<file path="src/rtl/usb_utmi_pkg.sv">
// UTMI encodings, link-controller states and full-speed timing defaults
// shared by the UTM link controller slice.
package usb_utmi_pkg;

    typedef enum logic [1:0] {
        UTMI_LS_SE0 = 2'b00,
        UTMI_LS_J   = 2'b01,
        UTMI_LS_K   = 2'b10,
        UTMI_LS_SE1 = 2'b11
    } utmi_line_state_t;

    typedef enum logic [1:0] {
        UTMI_OP_NORMAL        = 2'b00,
        UTMI_OP_NON_DRIVING   = 2'b01,
        UTMI_OP_NO_STUFF_NRZI = 2'b10
    } utmi_op_mode_t;

    typedef enum logic [2:0] {
        DETACHED_S,
        ACTIVE_S,
        BUS_RESET_S,
        SUSPEND_S,
        RESUME_S
    } link_state_t;

    // Cycle counts at the 48 MHz UTM clock.
    localparam int unsigned USB_FS_ATTACH_CYC  = 8;
    localparam int unsigned USB_FS_RESET_CYC   = 120;
    localparam int unsigned USB_FS_SUSPEND_CYC = 144000;
    localparam int unsigned USB_FS_RESUME_CYC  = 48;
    localparam int unsigned USB_FS_TA_CYC      = 8;

    function automatic int unsigned max_u(int unsigned a, int unsigned b);
        return (a > b) ? a : b;
    endfunction

endpackage

</file>
<file path="src/rtl/usb_utm_link_ctrl_if.sv">
// UTM-side and SIE transmit-handshake signals of the link controller.
interface usb_utm_link_ctrl_if;
    import usb_utmi_pkg::*;

    utmi_line_state_t line_state;
    logic             rx_active;
    logic             tx_active;
    logic             tx_req;
    logic             tx_gnt;
    utmi_op_mode_t    op_mode;
    logic             suspend_m;

    modport master (
        input  line_state, rx_active, tx_active, tx_req,
        output tx_gnt, op_mode, suspend_m
    );

    modport slave (
        output line_state, rx_active, tx_active, tx_req,
        input  tx_gnt, op_mode, suspend_m
    );

endinterface

</file>
<file path="src/rtl/usb_utm_link_ctrl_line_event_cnt.sv">
// Saturating run-length counter: counts consecutive cycles of match,
// zeroes whenever match is low or clear is high; hit flags the limit.
module usb_line_event_cnt #(
    parameter int unsigned LIMIT = 8,
    parameter int unsigned W     = $clog2(LIMIT + 1)
) (
    input  logic clk,
    input  logic rst_n,
    input  logic match,
    input  logic clear,
    output logic hit
);

    localparam logic [W-1:0] LIM = W'(LIMIT);

    logic [W-1:0] cnt_q, cnt_d;

    always_comb begin
        cnt_d = cnt_q;
        if (clear || !match) begin
            cnt_d = '0;
        end else if (cnt_q != LIM) begin
            cnt_d = cnt_q + 1'b1;
        end
    end

    always_ff @(posedge clk or negedge rst_n) begin
        if (!rst_n) begin
            cnt_q <= '0;
        end else begin
            cnt_q <= cnt_d;
        end
    end

    assign hit = (cnt_q == LIM);

endmodule

</file>
<file path="src/rtl/usb_utm_link_ctrl.sv">
// FS UTM link controller: tracks attach/reset/suspend/resume from line_state,
// drives op_mode/suspend_m and arbitrates the half-duplex bus for the SIE.
module usb_utm_link_ctrl
    import usb_utmi_pkg::*;
#(
    parameter int unsigned ATTACH_CYC  = USB_FS_ATTACH_CYC,
    parameter int unsigned RESET_CYC   = USB_FS_RESET_CYC,
    parameter int unsigned SUSPEND_CYC = USB_FS_SUSPEND_CYC,
    parameter int unsigned RESUME_CYC  = USB_FS_RESUME_CYC,
    parameter int unsigned TA_CYC      = USB_FS_TA_CYC
) (
    input  logic                 clk,
    input  logic                 rst_n,
    usb_utm_link_ctrl_if.master  utm,
    output logic                 bus_reset,
    output logic                 suspended,
    output logic                 resume_pulse
);

    localparam int unsigned CNT_W = $clog2(max_u(max_u(ATTACH_CYC, RESET_CYC),
                                                 max_u(SUSPEND_CYC, RESUME_CYC)) + 1);
    localparam int unsigned TA_W  = $clog2(TA_CYC + 1);
    localparam logic [TA_W-1:0] TA_LIM = TA_W'(TA_CYC);

    link_state_t     state_q, state_d;
    logic [TA_W-1:0] ta_cnt_q, ta_cnt_d;
    logic            tx_gnt_q, tx_gnt_d;
    utmi_op_mode_t   op_mode_q, op_mode_d;
    logic            suspend_m_q, suspend_m_d;
    logic            bus_reset_q, bus_reset_d;
    logic            suspended_q, suspended_d;
    logic            resume_pulse_q, resume_pulse_d;
    logic            prev_se0_q, prev_se0_d;

    logic is_se0, is_j, is_k;
    logic se0_hit, j_hit, k_hit, idle_hit;

    assign is_se0 = (utm.line_state == UTMI_LS_SE0);
    assign is_j   = (utm.line_state == UTMI_LS_J);
    assign is_k   = (utm.line_state == UTMI_LS_K);

    usb_line_event_cnt #(.LIMIT(RESET_CYC), .W(CNT_W)) u_se0_cnt (
        .clk(clk), .rst_n(rst_n), .match(is_se0), .clear(1'b0), .hit(se0_hit));
    usb_line_event_cnt #(.LIMIT(ATTACH_CYC), .W(CNT_W)) u_j_cnt (
        .clk(clk), .rst_n(rst_n), .match(is_j), .clear(1'b0), .hit(j_hit));
    usb_line_event_cnt #(.LIMIT(RESUME_CYC), .W(CNT_W)) u_k_cnt (
        .clk(clk), .rst_n(rst_n), .match(is_k), .clear(1'b0), .hit(k_hit));
    usb_line_event_cnt #(.LIMIT(SUSPEND_CYC), .W(CNT_W)) u_idle_cnt (
        .clk(clk), .rst_n(rst_n), .match(is_j),
        .clear(utm.rx_active || utm.tx_active), .hit(idle_hit));

    always_comb begin
        state_d = state_q;
        unique case (state_q)
            DETACHED_S:  if (j_hit) state_d = ACTIVE_S;
            ACTIVE_S: begin
                if (se0_hit)       state_d = BUS_RESET_S;
                else if (idle_hit) state_d = SUSPEND_S;
            end
            BUS_RESET_S: if (!is_se0) state_d = ACTIVE_S;
            SUSPEND_S: begin
                if (se0_hit)    state_d = BUS_RESET_S;
                else if (k_hit) state_d = RESUME_S;
            end
            RESUME_S: begin
                if (prev_se0_q && is_j) state_d = ACTIVE_S;
                else if (se0_hit)       state_d = BUS_RESET_S;
            end
            default: state_d = DETACHED_S;
        endcase

        // Turnaround is preset outside ACTIVE_S so the first request after entry
        // is not delayed; the grant tests the updated count so it can rise on
        // the TA_CYC-th edge after rx_active is first seen low.
        if (state_q != ACTIVE_S)      ta_cnt_d = TA_LIM;
        else if (utm.rx_active)       ta_cnt_d = '0;
        else if (ta_cnt_q != TA_LIM)  ta_cnt_d = ta_cnt_q + 1'b1;
        else                          ta_cnt_d = ta_cnt_q;

        tx_gnt_d = 1'b0;
        if (state_q == ACTIVE_S && state_d == ACTIVE_S) begin
            tx_gnt_d = tx_gnt_q ? utm.tx_req
                                : (utm.tx_req && !utm.rx_active && ta_cnt_d == TA_LIM);
        end

        op_mode_d      = (state_d == ACTIVE_S) ? UTMI_OP_NORMAL : UTMI_OP_NON_DRIVING;
        suspend_m_d    = (state_d != SUSPEND_S);
        bus_reset_d    = (state_d == BUS_RESET_S);
        suspended_d    = (state_d == SUSPEND_S);
        resume_pulse_d = (state_q == SUSPEND_S) && (state_d == RESUME_S);
        prev_se0_d     = is_se0;
    end

    always_ff @(posedge clk or negedge rst_n) begin
        if (!rst_n) begin
            state_q        <= DETACHED_S;
            ta_cnt_q       <= '0;
            tx_gnt_q       <= 1'b0;
            op_mode_q      <= UTMI_OP_NON_DRIVING;
            suspend_m_q    <= 1'b1;
            bus_reset_q    <= 1'b0;
            suspended_q    <= 1'b0;
            resume_pulse_q <= 1'b0;
            prev_se0_q     <= 1'b0;
        end else begin
            state_q        <= state_d;
            ta_cnt_q       <= ta_cnt_d;
            tx_gnt_q       <= tx_gnt_d;
            op_mode_q      <= op_mode_d;
            suspend_m_q    <= suspend_m_d;
            bus_reset_q    <= bus_reset_d;
            suspended_q    <= suspended_d;
            resume_pulse_q <= resume_pulse_d;
            prev_se0_q     <= prev_se0_d;
        end
    end

    assign utm.tx_gnt    = tx_gnt_q;
    assign utm.op_mode   = op_mode_q;
    assign utm.suspend_m = suspend_m_q;
    assign bus_reset     = bus_reset_q;
    assign suspended     = suspended_q;
    assign resume_pulse  = resume_pulse_q;

endmodule

</file>
<file path="src/flat_wrapper.sv">
// flat-port wrapper written by rule: the top's interface ports become plain ports
module usb_utm_link_ctrl_flat import usb_utmi_pkg::*;
#(
    parameter int unsigned ATTACH_CYC  = USB_FS_ATTACH_CYC,
    parameter int unsigned RESET_CYC   = USB_FS_RESET_CYC,
    parameter int unsigned SUSPEND_CYC = USB_FS_SUSPEND_CYC,
    parameter int unsigned RESUME_CYC  = USB_FS_RESUME_CYC,
    parameter int unsigned TA_CYC      = USB_FS_TA_CYC
)
  (clk, rst_n, bus_reset, suspended, resume_pulse, utm_line_state, utm_rx_active, utm_tx_active, utm_tx_req, utm_tx_gnt, utm_op_mode, utm_suspend_m);
  usb_utm_link_ctrl_if utm_i ();
  input  logic clk;
  input  logic rst_n;
  output logic bus_reset;
  output logic suspended;
  output logic resume_pulse;
  input wire logic [$bits(utm_i.line_state)-1:0] utm_line_state;
  input wire logic [$bits(utm_i.rx_active)-1:0] utm_rx_active;
  input wire logic [$bits(utm_i.tx_active)-1:0] utm_tx_active;
  input wire logic [$bits(utm_i.tx_req)-1:0] utm_tx_req;
  output wire logic [$bits(utm_i.tx_gnt)-1:0] utm_tx_gnt;
  output wire logic [$bits(utm_i.op_mode)-1:0] utm_op_mode;
  output wire logic [$bits(utm_i.suspend_m)-1:0] utm_suspend_m;
  assign utm_i.line_state = utm_line_state;
  assign utm_i.rx_active = utm_rx_active;
  assign utm_i.tx_active = utm_tx_active;
  assign utm_i.tx_req = utm_tx_req;
  assign utm_tx_gnt = utm_i.tx_gnt;
  assign utm_op_mode = utm_i.op_mode;
  assign utm_suspend_m = utm_i.suspend_m;
  usb_utm_link_ctrl #(.ATTACH_CYC(ATTACH_CYC), .RESET_CYC(RESET_CYC), .SUSPEND_CYC(SUSPEND_CYC), .RESUME_CYC(RESUME_CYC), .TA_CYC(TA_CYC)) u_core (.clk(clk), .rst_n(rst_n), .utm(utm_i), .bus_reset(bus_reset), .suspended(suspended), .resume_pulse(resume_pulse));
endmodule
</file>
<file path="config.mk">
export PLATFORM = sky130hd
export DESIGN_NAME = usb_utm_link_ctrl_flat
export DESIGN_NICKNAME = d
export VERILOG_FILES = /design/src/rtl/usb_utmi_pkg.sv /design/src/rtl/usb_utm_link_ctrl_if.sv /design/src/rtl/usb_utm_link_ctrl_line_event_cnt.sv /design/src/rtl/usb_utm_link_ctrl.sv /design/src/flat_wrapper.sv
export SDC_FILE = /design/constraint.sdc
export NUM_CORES = 1
export LEC_CHECK = 0
export CAP_MARGIN = 40
export CELL_PAD_IN_SITES_DETAIL_PLACEMENT = 0
export CELL_PAD_IN_SITES_GLOBAL_PLACEMENT = 1
export CORE_MARGIN = 2
export CORE_UTILIZATION = 40
export CTS_BUF_LIST = sky130_fd_sc_hd__clkbuf_16
export DETAILED_ROUTE_END_ITERATION = 8
export PLACE_DENSITY = 0.67
export SLEW_MARGIN = 20
export SYNTH_ARGS = -nofsm -noshare
export SYNTH_HDL_FRONTEND = slang
export SYNTH_SLANG_ARGS = --single-unit
</file>
<file path="constraint.sdc">
create_clock -name clk -period 3.3 [get_ports clk]
set_input_delay 0.66 -clock clk [delete_from_list [all_inputs] [get_ports clk]]
set_output_delay 0.66 -clock clk [all_outputs]
set_load 0.1 [all_outputs]
</file>
### Yosys cells after proc, flatten, opt, wreduce, memory -nomap -nowiden

Cells that the tools add are included.

* add/sub/neg operators: 5
* equality and inequality tests: 25
* reduce and logical (&&, ||, !) cells: 12
* mux-type cells: 23

Operator list (number)
* two-way mux 18 bit: 8
* adder 18 x 1 -> 18 bit, second input constant: 4
* two-way mux 3 bit: 8
* equality test 18 bit, second input constant: 1
* equality test 18 x 4 -> 1 bit, second input constant: 1
* equality test 18 x 6 -> 1 bit, second input constant: 1
* equality test 18 x 7 -> 1 bit, second input constant: 1
* != test 18 bit, second input constant: 1
* != test 18 x 4 -> 1 bit, second input constant: 1
* != test 18 x 6 -> 1 bit, second input constant: 1
* != test 18 x 7 -> 1 bit, second input constant: 1
* one-hot mux 3 bit (5 select lines): 1
* equality test 3 x 2 -> 1 bit, second input constant: 4
* two-way mux 4 bit: 3
* equality test 3 x 1 -> 1 bit, second input constant: 2
* equality test 3 bit, second input constant: 2
* != test 2 bit, second input constant: 3
* logical AND 1 bit: 5
* adder 4 x 1 -> 4 bit, second input constant: 1
* equality test 4 bit, second input constant: 1
* != test 4 bit, second input constant: 1
* zero test 3 bit: 1
* two-way mux 1 bit: 3
* != test 3 x 1 -> 1 bit, second input constant: 1
* 7 further kinds: 9

* input bits: 7
* bits in registers: 87
* logic and storage cells: 78
* output and inout port bits: 7

### Longest topological paths before layout

Gate-level depths: netlist (run 1).

* depth after elaboration: 8
* depth in mapped cells: 7
* depth with buffers taken out: 7

### By module

From an unflattened synthesis (run 1), not the netlist that was laid out.

* cells, all modules: 509
* area, all modules: 4844.6 sq um

By module, submodules not included
* usb_line_event_cnt (u_core.u_j_cnt): area an instance 1072.3 sq um, times used 1, sequential area each 450.4 sq um, cells an instance 114
* usb_line_event_cnt (u_core.u_idle_cnt): area an instance 1033.5 sq um, times used 1, sequential area each 450.4 sq um, cells an instance 112
* usb_line_event_cnt (u_core.u_k_cnt): area an instance 1011.0 sq um, times used 1, sequential area each 450.4 sq um, cells an instance 106
* usb_line_event_cnt (u_core.u_se0_cnt): area an instance 989.7 sq um, times used 1, sequential area each 450.4 sq um, cells an instance 106
* usb_utm_link_ctrl: area an instance 738.2 sq um, times used 1, sequential area each 352.8 sq um, cells an instance 71

### Least setup slack after synthesis (run 1)

No wires, ideal clock.

* path type: input-to-reg
* start: in utm_line_state[1]
* end: reg u_core.u_idle_cnt.cnt_q[3]
* required time: 3.229 ns
* stages: 6
* library setup time: 0.071 ns
* arrival: 1.693 ns
* setup slack: 1.536 ns
* path buffers: 3
* cell sequence: nand2b_1 clkbuf_1 or3_1 clkbuf_1 buf_2 nor2_1

* cells in the longest elaborated chain, start to end: 4
* elaborated cells on any way between the ends: 5
* classes of those cells: eq/ne (1); mux (1); reduce/logical (3)

RTL lines
* from (decl): line flat_wrapper.sv:17 `input wire logic [$bits(utm_i.line_state)-1:0] utm_line_state;`
* equality test 2 x 1 -> 1 bit (*): line usb_utm_link_ctrl.sv:39 `assign is_j = (utm.line_state == UTMI_LS_J);`
* zero test 1 bit (*)
* logical OR 1 bit (*): line usb_utm_link_ctrl_line_event_cnt.sv:20 `if (clear || !match) begin`
* two-way mux 18 bit or nonzero test 2 bit (tied branches)
* to (signal assigned): line usb_utm_link_ctrl_line_event_cnt.sv:31 `cnt_q <= cnt_d;`
* to (decl): line usb_utm_link_ctrl_line_event_cnt.sv:16 `logic [W-1:0] cnt_q, cnt_d;`

Mark *: on every way between the ends. The rest lies on a longest branch, timed or not.
A chain may end at the register's enable or synchronous reset.

### Worst setup path in the final report (run 1)

* start: reg u_core.u_k_cnt.cnt_q[0]
* end: reg u_core.resume_pulse_q, in the netlist u_core.resume_pulse

* cells in the longest elaborated chain, start to end: 6

RTL lines
* from (decl): line usb_utm_link_ctrl_line_event_cnt.sv:16
* from (signal assigned): line usb_utm_link_ctrl_line_event_cnt.sv:31
* equality test 18 x 6 -> 1 bit: line usb_utm_link_ctrl_line_event_cnt.sv:35 `assign hit = (cnt_q == LIM);`
* two-way mux 3 bit: line usb_utm_link_ctrl.sv:63 `else if (k_hit) state_d = RESUME_S;`
* two-way mux 3 bit: line usb_utm_link_ctrl.sv:62 `if (se0_hit) state_d = BUS_RESET_S;`
* one-hot mux 3 bit (5 select lines): line usb_utm_link_ctrl.sv:54 `unique case (state_q)`
* equality test 3 bit: line usb_utm_link_ctrl.sv:90 `resume_pulse_d = (state_q == SUSPEND_S) && (state_d == RESUME_S);`
* logical AND 1 bit: line usb_utm_link_ctrl.sv:90
* net u_core.resume_pulse_d: line usb_utm_link_ctrl.sv:32 `logic resume_pulse_q, resume_pulse_d;`
* to (signal assigned): line usb_utm_link_ctrl.sv:113 `resume_pulse_q <= resume_pulse_d;`
* to (decl): line usb_utm_link_ctrl.sv:32

The timed path passes the listed nets, and every way through them passes these cells.

==> qor.txt, run 1 <==
Area grow syn2layout: 12.3%
Post-synth ARST share: 1.00
Warnings from Yosys: 0
R2R depth: 7
NumNets Final: 486
Detailed Route Iter0 Violations: 129
Die ar.: 0.0120 sq mm
Worst path required time: 3550 ps
Routed len/inst: 13.9 um
Initial antenna violation count: 0
Mapped cell area: 0.00445 sq mm
Drt pass-1 iters: 4
Die W: 110 um
Number of CTS-inserted buffers: 9
Measured slew at the worst slew-check pin: 770 ps
IO Pins: 14
CTS tree: built
Number of diodes: 0
Grt total ovfl: 0
Via-to-Cell Ratio: 5.16
First-pass GRT wire length: 14900 um
Starting Density: 0.411
DR vias: 3170
Setup Buffers After CTS: 0
CP Capture Type: flop
Netlist cell types: 57
Clock Skew: 3.46 ps
Detailed Route WL: 8550 um
Flops & latches, synth: 86
Setup CP Type: flop to flop
Fraction of layout cells with a size suffix above 1: 0.105
Crit path DAT: 2240 ps
Reg-to-Reg Start: u_core.u_k_cnt.cnt_q[0]
Leakage power: 1.99 nW
DRC Markers: 0
Pwr/cell area: 424 mW/mm^2
Port Buffers: 12
Final hold viol count: 0
Hold Path Class: input pin to asynchronous set/reset pin
Nature of the critical path startpoint: flop
Outcome: finished, final reports clean
Vias in the first global route: 3145
Post-Syn Instances: 452
Final Cycle Share: 0.602
CTS sink count: 86
Post-synth EDFFs: 0
Clk buf depth: 2
Largest net degree at the start of global routing: 50
Setup TNS: 0 ps
Post-synthesis sequential area ratio: 0.484
Detail Placement HPWL: 6050 um
Num rows: 38
H-Tree Depth: 3
Post-CTS resize count: 0
VDD IR-drop max: 0.182 mV
Reg clk slew, reported paths: 60 ps
Clk Latency, worst-skew pair: 330 ps
Syn_area_per_cell: 9.85 sq um
Worst hold slack: 356 ps
Mapped Nets: 469
Antenna viol nets, final: 0
Worst-path fanout max: 4
Root Buffer: clkbuf_16
Max-cap viol count: 0
Achievable frequency: 504 MHz
FF-to-FF End: u_core.resume_pulse
Hold_buf cts: 0
Max-slew violation count: 0
Die Ht: 110 um
Final setup violation count: 0
Unrepaired setup endpoints after global routing: false
Total GRT Usage: 0.159
Top FF cell, synth: dfrtp_1
Max-slew headroom: 0.487
Core Region: 0.0108 sq mm
Gpl congestion: 0.748
Fin crit period: 1990 ps
Setup slack, reg-to-reg: 1310 ps
how the worst max path moves through the flow:
stage | from | to | depth (start not counted)
global placement | utm_line_state[1] | u_core.u_idle_cnt.cnt_q[13] | 4
global route | u_core.u_idle_cnt.cnt_q[0] | u_core.bus_reset | 7
finish | u_core.u_k_cnt.cnt_q[0] | u_core.resume_pulse | 7
CTS | u_core.u_idle_cnt.cnt_q[0] | u_core.bus_reset | 7
detailed placement | utm_line_state[1] | u_core.u_idle_cnt.cnt_q[13] | 4
floorplan | utm_line_state[1] | u_core.u_idle_cnt.cnt_q[3] | 6
cell usage in the layout (no fill, tap or decap), drive strengths merged, types with 9 or more instances in the layout:
cell | netlist | final
buf | 2 | 11
dfrtp | 84 | 84
nor2 | 65 | 65
or3 | 17 | 17
nand3 | 30 | 30
a21oi | 16 | 16
clkbuf | 8 | 9
inv | 19 | 21
xor2 | 37 | 37
nand4 | 11 | 11
nor4 | 12 | 12
nand2b | 10 | 10
nand2 | 25 | 25
xnor2 | 18 | 18
nor3 | 16 | 16
o21ai | 17 | 17
ha | 10 | 10
synth_stat cells (all sizes together), types with 4 or more instances:
cell type	number	area share
dfrtp	84	0.47
nor2	65	0.058
xor2	37	0.073
nand3	30	0.035
nand2	25	0.021
inv	19	0.016
xnor2	18	0.035
o21ai	17	0.019
or3	17	0.025
a21oi	16	0.018
nor3	16	0.022
nor4	12	0.027
nand4	11	0.017
ha	10	0.028
nand2b	10	0.016
clkbuf	8	0.0067
and3	6	0.0087
and4	6	0.012
nor4b	6	0.013
mux2i	4	0.0090
sequential cells by signal (all words and copies together) (netlist names):
name                     count
u_core.u_k_cnt.cnt_q        18
u_core.utm.op_mode           1
u_core.resume_pulse          1
u_core.u_j_cnt.cnt_q        18
u_core.suspended             1
u_core.prev_se0_q            1
u_core.bus_reset             1
u_core.u_se0_cnt.cnt_q      18
u_core.utm.tx_gnt            1
u_core.utm.suspend_m         1
u_core.u_idle_cnt.cnt_q     18
u_core.state_q               3
u_core.ta_cnt_q              4
metal layers:
| metal | track usage | vias to the layer above | share of wire |
|---|---|---|---|
| met3 | 0.0320 | 12 | 0.023 |
| met5 | 0 | - | 0 |
| met2 | 0.260 | 22 | 0.48 |
| met4 | 0.0542 | 0 | 0.015 |
| met1 | 0.212 | 1532 | 0.48 |
| li1 | - | 1604 | - |
power by group:
part           switching, W  total (W)  internal, W
combinational     0.0000579  0.0000801    0.0000222
sequential       0.00000525    0.00107      0.00106
clock              0.000399   0.000973     0.000574
total              0.000462    0.00212      0.00166
area by class of cell:
type | count | area (sq um)
fillers | 1022 | 5840
multi-input cells | 337 | 2180
flip-flops and latches | 86 | 2150
clock buffers | 9 | 225
well taps | 140 | 175
repair buffers | 16 | 133
inverters | 19 | 71.3
clock inverters | 7 | 57.6
metrics by stage:
step                      power (W)  instances  setup slack (ps)  area (sq um)  utilization
after floorplan             0.00112        452              1540          4450            -
after global placement      0.00117        598               989          4720        0.435
after detailed placement    0.00117        598               932          4720        0.435
after CTS                   0.00216        614              1290          5000        0.461
after global routing        0.00220        614              1010          5000        0.461
final                       0.00212        614              1310          5000        0.461
worst max-delay path, cell delays in order (launching register included):
cell	delay, ps
dfrtp_1	400
inv_1	110
ha_1	160
nor4b_1	240
nand4b_1	260
or3_1	430
and2_1	190
nor3_2	120
logic make-up after synthesis:
logic type	count (synthesis)	share of synthesized area
AO/OA/AOI/OAI	46	0.0610
XOR/XNOR	55	0.108
adder cells (fa/ha/maj)	10	0.0281
other	1	0.000842
multiplexers	4	0.00899
AND/OR/NAND/NOR	221	0.284
flip-flops	86	0.484
buffers and inverters	29	0.0256
No activity file was read; power rests on OpenSTA's default activity.
==> run 2: changes to the inputs <==
- clock period: 3.3 -> 2 ns (I/O delays scaled with it)
==> run 2 against run 1 <==
  * The run now ends with negative hold slack left
  * Sequential power rose by 64%
  * Critical path depth grew 1
  * Global-route usage up 0.71 points
  * Count of clock-buffer cells in the layout unchanged
  * Fmax up 8.2%
  * Via count grew 2.6%
  * Cell area up 4.1%
  * First-iteration DRC count shrank 27%
  * Combinational power grew 82%
  * Clock skew rose by 3.9 ps
  * Total power is 71% higher
  * Sequential share of layout area is 1.7 points lower
  * Largest cell class unchanged
  * Highest routed layer unchanged
==> qor.txt, run 2 (synthesized netlist as in run 1, its figures left out) <==
Setup TNS: 0 ps (unchanged)
Fin crit period: 1830 ps (was 1990 ps)
Fraction of layout cells with a size suffix above 1: 0.151 (was 0.105)
Worst-path fanout max: 9 (was 4)
Area post-placement: 0.00486 sq mm (was 0.00472 sq mm)
H-Tree Depth: 3 (unchanged)
Area grow syn2layout: 16.9% (was 12.3%)
Antenna viol nets, final: 0 (unchanged)
Wl on met1: 4240 um (was 4120 um)
Final non-filler cell area: 0.00521 sq mm (was 0.00500 sq mm)
CTS tree: built (unchanged)
Crit path DAT: 2070 ps (was 2240 ps)
DRC Markers: 0 (unchanged)
Worst path required time: 2240 ps (was 3550 ps)
Outcome: finished with violations (was finished, final reports clean)
Die Ht: 110 um (unchanged)
NumNets Final: 503 (was 486)
CTS sink count: 86 (unchanged)
Met3 Wirelength: 266 um (was 199 um)
Die ar.: 0.0120 sq mm (unchanged)
First-pass GRT wire length: 15300 um (was 14900 um)
Root Buffer: clkbuf_16 (unchanged)
Clk buf depth: 2 (unchanged)
WL met2: 4430 um (was 4100 um)
Pwr/cell area: 698 mW/mm^2 (was 424 mW/mm^2)
Achievable frequency: 545 MHz (was 504 MHz)
Area occupied by multi-input gates: 0.00220 sq mm (was 0.00218 sq mm)
Clk Latency, worst-skew pair: 350 ps (was 330 ps)
Detail Placement HPWL: 6310 um (was 6050 um)
Total GRT Usage: 0.166 (was 0.159)
Detailed Route Iter0 Violations: 94 (was 129)
Max-slew violation count: 0 (unchanged)
Leakage power: 2.11 nW (was 1.99 nW)
Detailed Route WL: 9030 um (was 8550 um)
Hold Path Class: input pin to asynchronous set/reset pin (unchanged)
Number of diodes: 0 (unchanged)
Largest net degree at the start of global routing: 44 (was 50)
Slowest-stage cell, CP: dfrtp_1 (was or3_1)
Starting Density: 0.411 (unchanged)
Tot Pwr: 0.00363 W (was 0.00212 W)
Worst Setup SP: u_core.u_se0_cnt.cnt_q[0] (was u_core.u_k_cnt.cnt_q[0])
Slowest stage delay, CP: 410 ps (was 430 ps)
VDD IR-drop max: 0.365 mV (was 0.182 mV)
CP Capture Type: flop (unchanged)
Measured slew at the worst slew-check pin: 498 ps (was 770 ps)
Clock Skew: 7.41 ps (was 3.46 ps)
Fillcell total: 1047 (was 1022)
DR top layer: met4 (unchanged)
Max-slew headroom: 0.667 (was 0.487)
Most frequent cells in the layout: 84 x dfrtp_1, 62 x nor2_1, 37 x xor2_1 (unchanged)
Drt pass-1 iters: 4 (unchanged)
Reg clk slew, reported paths: 70 ps (was 60 ps)
Max-cap viol count: 0 (unchanged)
Num rows: 38 (unchanged)
Vias in the first global route: 3226 (was 3145)
Worst hold slack: -6.32 ps (was 356 ps)
DR vias: 3254 (was 3170)
Seq. cell area: 0.00215 sq mm (unchanged)
Most common cell after layout, fill and taps aside: dfrtp_1 (unchanged)
Core Region: 0.0108 sq mm (unchanged)
Nature of the critical path startpoint: flop (unchanged)
Setup CP Type: flop to flop (unchanged)
Failing checks: negative hold slack
Port Buffers: 12 (unchanged)
Reg-to-Reg Start: u_core.u_se0_cnt.cnt_q[0] (was u_core.u_k_cnt.cnt_q[0])
Final hold viol count: 22 (was 0)
Grt total ovfl: 0 (unchanged)
CP Cell Sequence: inv_1 > ha_1 > nor3b_1 > nand4_1 > nor2_4 > buf_4 > xnor2_1 > nor2_1 (was inv_1 > ha_1 > nor4b_1 > nand4b_1 > or3_1 > and2_1 > nor3_2)
Die W: 110 um (unchanged)
Via-to-Cell Ratio: 5.16 (about the same)
Final setup violation count: 0 (unchanged)
Number of CTS-inserted buffers: 9 (unchanged)
Unrepaired setup endpoints after global routing: false (unchanged)
Final Cycle Share: 0.917 (was 0.602)
Initial antenna violation count: 0 (unchanged)
IO Pins: 14 (unchanged)
Routed len/inst: 14.3 um (was 13.9 um)
Gpl congestion: 0.772 (was 0.748)
## run 2: routing by layer
layer | track usage | vias up
met3 | 0.0504 | 9
met4 | 0.0579 | 0
li1 | - | 1638
met2 | 0.276 | 21
met1 | 0.206 | 1586
met5 | 0 | -
## run 2: cell type report
| type | instances | area share |
|---|---|---|
| multi-input cells | 337 | 0.423 |
| flip-flops and latches | 86 | 0.414 |
| repair buffers | 33 | 0.0572 |
| clock buffers | 9 | 0.0432 |
| well taps | 140 | 0.0336 |
| clock inverters | 7 | 0.0156 |
| inverters | 19 | 0.0137 |
## run 2: final timing paths
kind	endpoint	slack (ps)	depth (start not counted)
setup / recovery	u_core.u_se0_cnt.cnt_q[0]	170	8
hold / removal	u_core.u_j_cnt.cnt_q[8]	-6	1
setup reg to reg	u_core.u_se0_cnt.cnt_q[0]	170	8
hold reg to reg	u_core.u_j_cnt.cnt_q[17]	540	2
max in group asynchronous	u_core.utm.op_mode[0]	1370	2
min in group clk	u_core.u_j_cnt.cnt_q[17]	540	2
## run 2: report_power, final
group          total [W]  switching [W]  internal (W)
Combinational   0.000146      0.0000990     0.0000468
Sequential       0.00176     0.00000845       0.00175
Clock            0.00173       0.000748      0.000983
## run 2: stage by stage
stage                     setup slack, ps  utilization  std cells
final                                 166        0.480        631
after global routing                 14.6        0.480        631
after CTS                             104        0.477        628
after detailed placement             45.2        0.448        612
after global placement               64.8        0.448        612
after floorplan                       303            -        452
## run 2: critical path, delay by kind of cell, from the launching register on
family / cells / cell delay, ps
xor gates and xnor gates: 1 / 100
adders and majority gates: 1 / 150
buffers and inverters: 2 / 260
DFF: 1 / 410
and+or+nand+nor: 4 / 810
## run 2: repair_timing
action	CTS	global route
endpoints found under the hold margin	0	0
buffers inserted	0	3
setup endpoints to repair	0	5
hold buffers	0	0
gates resized for setup	0	3
==> run 3: changes to the inputs <==
- GPL_TIMING_DRIVEN: not set -> 0
==> run 3 against run 2 <==
  * Die area did not move
  * Sequential share of layout area fell by 0.39 points
  * Via count rose by 0.52%
  * Flip-flop and latch count did not move
  * First-iteration DRC count rose by 85%
  * The run now ends clean
  * Register-to-register slack got worse by 130 ps
  * Worst hold slack improved by 540 ps
  * Total power fell by 2.8%
  * Routed wire length fell by 0.20%
  * Critical path type unchanged
  * Highest routed layer unchanged
==> qor.txt, run 3 (synthesized netlist as in run 1, its figures left out) <==
H-Tree Depth: 3 (unchanged)
Via-to-Cell Ratio: 5.19 (was 5.16)
Routed len/inst: 14.3 um (about the same)
Crit path DAT: 2190 ps (was 2070 ps)
Grt total ovfl: 0 (unchanged)
Final hold viol count: 0 (was 22)
Slowest stage delay, CP: 420 ps (was 410 ps)
FF-to-FF End: u_core.suspended (was u_core.u_se0_cnt.cnt_q[0])
Total GRT Usage: 0.166 (about the same)
VDD IR-drop max: 0.430 mV (was 0.365 mV)
Clk buf depth: 2 (unchanged)
Most common cell after layout, fill and taps aside: dfrtp_1 (unchanged)
Setup CP Type: flop to flop (unchanged)
Reg clk slew, reported paths: 60 ps (was 70 ps)
Worst Setup SP: u_core.u_k_cnt.cnt_q[0] (was u_core.u_se0_cnt.cnt_q[0])
Fraction of layout cells with a size suffix above 1: 0.129 (was 0.151)
Hold Path Class: input pin to asynchronous set/reset pin (unchanged)
IO Pins: 14 (unchanged)
Detailed Route WL: 9010 um (was 9030 um)
Setup slack, reg-to-reg: 40 ps (was 170 ps)
Clk Latency, worst-skew pair: 340 ps (was 350 ps)
Starting Density: 0.411 (unchanged)
CP Cell Sequence: inv_1 > ha_1 > nor4b_2 > nand4b_1 > nor3_1 > o31ai_4 > a21boi_1 (was inv_1 > ha_1 > nor3b_1 > nand4_1 > nor2_4 > buf_4 > xnor2_1 > nor2_1)
Tot Pwr: 0.00353 W (was 0.00363 W)
R2R depth: 7 (was 8)
Vias in the first global route: 3279 (was 3226)
Detailed Route Iter0 Violations: 174 (was 94)
Slowest-stage cell, CP: nor3_1 (was dfrtp_1)
NumNets Final: 502 (was 503)
Core Region: 0.0108 sq mm (unchanged)
Gpl congestion: 0.765 (was 0.772)
Detail Placement HPWL: 6190 um (was 6310 um)
Worst path bufs/invs: 1 (was 2)
First-pass GRT wire length: 15500 um (was 15300 um)
Die W: 110 um (unchanged)
Root Buffer: clkbuf_16 (unchanged)
Largest net degree at the start of global routing: 47 (was 44)
Most frequent cells in the layout: 84 x dfrtp_1, 62 x nor2_1, 37 x xor2_1 (unchanged)
Outcome: finished, final reports clean (was finished with violations)
Setup TNS: 0 ps (unchanged)
Clock Skew: 5.73 ps (was 7.41 ps)
Die Ht: 110 um (unchanged)
DR vias: 3271 (was 3254)
Area grow syn2layout: 18.1% (was 16.9%)
Final setup violation count: 0 (unchanged)
Number of diodes: 0 (unchanged)
Reg-to-Reg Start: u_core.u_k_cnt.cnt_q[0] (was u_core.u_se0_cnt.cnt_q[0])
Placed Cells: 611 (was 612)
Pwr/cell area: 672 mW/mm^2 (was 698 mW/mm^2)
Worst-path fanout max: 5 (was 9)
Place WS: -576 ps (was 45.2 ps)
DRC Markers: 0 (unchanged)
Initial antenna violation count: 0 (unchanged)
Worst hold slack: 530 ps (was -6.32 ps)
Worst path required time: 2230 ps (was 2240 ps)
Die ar.: 0.0120 sq mm (unchanged)
Nature of the critical path startpoint: flop (unchanged)
Port Buffers: 12 (unchanged)
WP depth: 7 (was 8)
Final WS setup: 38.4 ps (was 166 ps)
Drt pass-1 iters: 4 (unchanged)
Max-cap viol count: 0 (unchanged)
Final Cycle Share: 0.981 (was 0.917)
Number of CTS-inserted buffers: 9 (unchanged)
Unrepaired setup endpoints after global routing: true (was false)
CTS tree: built (unchanged)
Achievable frequency: 510 MHz (was 545 MHz)
Leakage power: 2.10 nW (was 2.11 nW)
CTS sink count: 86 (unchanged)
Setup crit end: u_core.suspended (was u_core.u_se0_cnt.cnt_q[0])
CP Capture Type: flop (unchanged)
Max-slew violation count: 0 (unchanged)
Antenna viol nets, final: 0 (unchanged)
Post-route insts no fill: 630 (was 631)
Fin crit period: 1960 ps (was 1830 ps)
Cell family contributing the most delay on the critical path: simple AND/OR/NAND/NOR gates (unchanged)
Num rows: 38 (unchanged)
[run 3: changes by cell type in the layout (fill, tap and decap cells not counted), moves of 2 or more]
| cell | delta |
|---|---|
| clkinv_4 | -3 |
| buf_8 | +4 |
| clkdlybuf4s50_1 | +4 |
| clkbuf_1 | +6 |
| buf_4 | -19 |
| nor4b_1 | -2 |
| clkinv_2 | +3 |
| inv_6 | -2 |
| clkinv_1 | +2 |
[run 3: metal layers]
metal / part of all wire / global-route usage / routed length, um / vias to the layer above
met5: 0 / 0 / 0 / -
met4: 0.021 / 0.0732 / 192 / 0
met3: 0.021 / 0.0320 / 185 / 16
met2: 0.48 / 0.267 / 4320 / 28
met1: 0.48 / 0.216 / 4320 / 1586
li1: - / - / - / 1641
[run 3: worst min-delay path by stage]
stage,slack [ps],to,depth (start not counted)
2_1_floorplan,100,u_core.bus_reset,0
3_3_place_gp,520,u_core.u_j_cnt.cnt_q[17],2
3_5_place_dp,350,u_core.u_j_cnt.cnt_q[6],1
4_1_cts,550,u_core.u_j_cnt.cnt_q[6],2
5_1_grt,580,u_core.u_j_cnt.cnt_q[6],2
6_report,530,u_core.u_j_cnt.cnt_q[6],2
[run 3: repair_timing]
item,4_1_cts,5_1_grt
gates resized for setup,2,14
endpoints found under the hold margin,38,0
pin swaps,0,7
setup endpoints to repair,17,31
setup buffers,0,5
hold buffers,1,0
[run 3: layout make-up]
class / instances / area, sq um
Fill cell: 1024 / 5580
Multi-Input combinational cell: 337 / 2260
Sequential cell: 86 / 2150
Timing Repair Buffer: 23 / 277
Clock buffer: 9 / 225
Tap cell: 140 / 175
Inverter: 19 / 71.3
Clock inverter: 7 / 56.3
Buffer: 9 / 38.8
[run 3: power by group]
part	switching [W]	internal, W
Combinational	0.0000999	0.0000523
Clock	0.000673	0.000948
Sequential	0.00000900	0.00175
Total	0.000782	0.00275
[run 3: per-stage QoR]
stage | area, sq um | util
after floorplan | 4450 | -
after global placement | 4750 | 0.438
after detailed placement | 4870 | 0.449
after CTS | 5160 | 0.476
after global routing | 5260 | 0.485
final | 5260 | 0.485
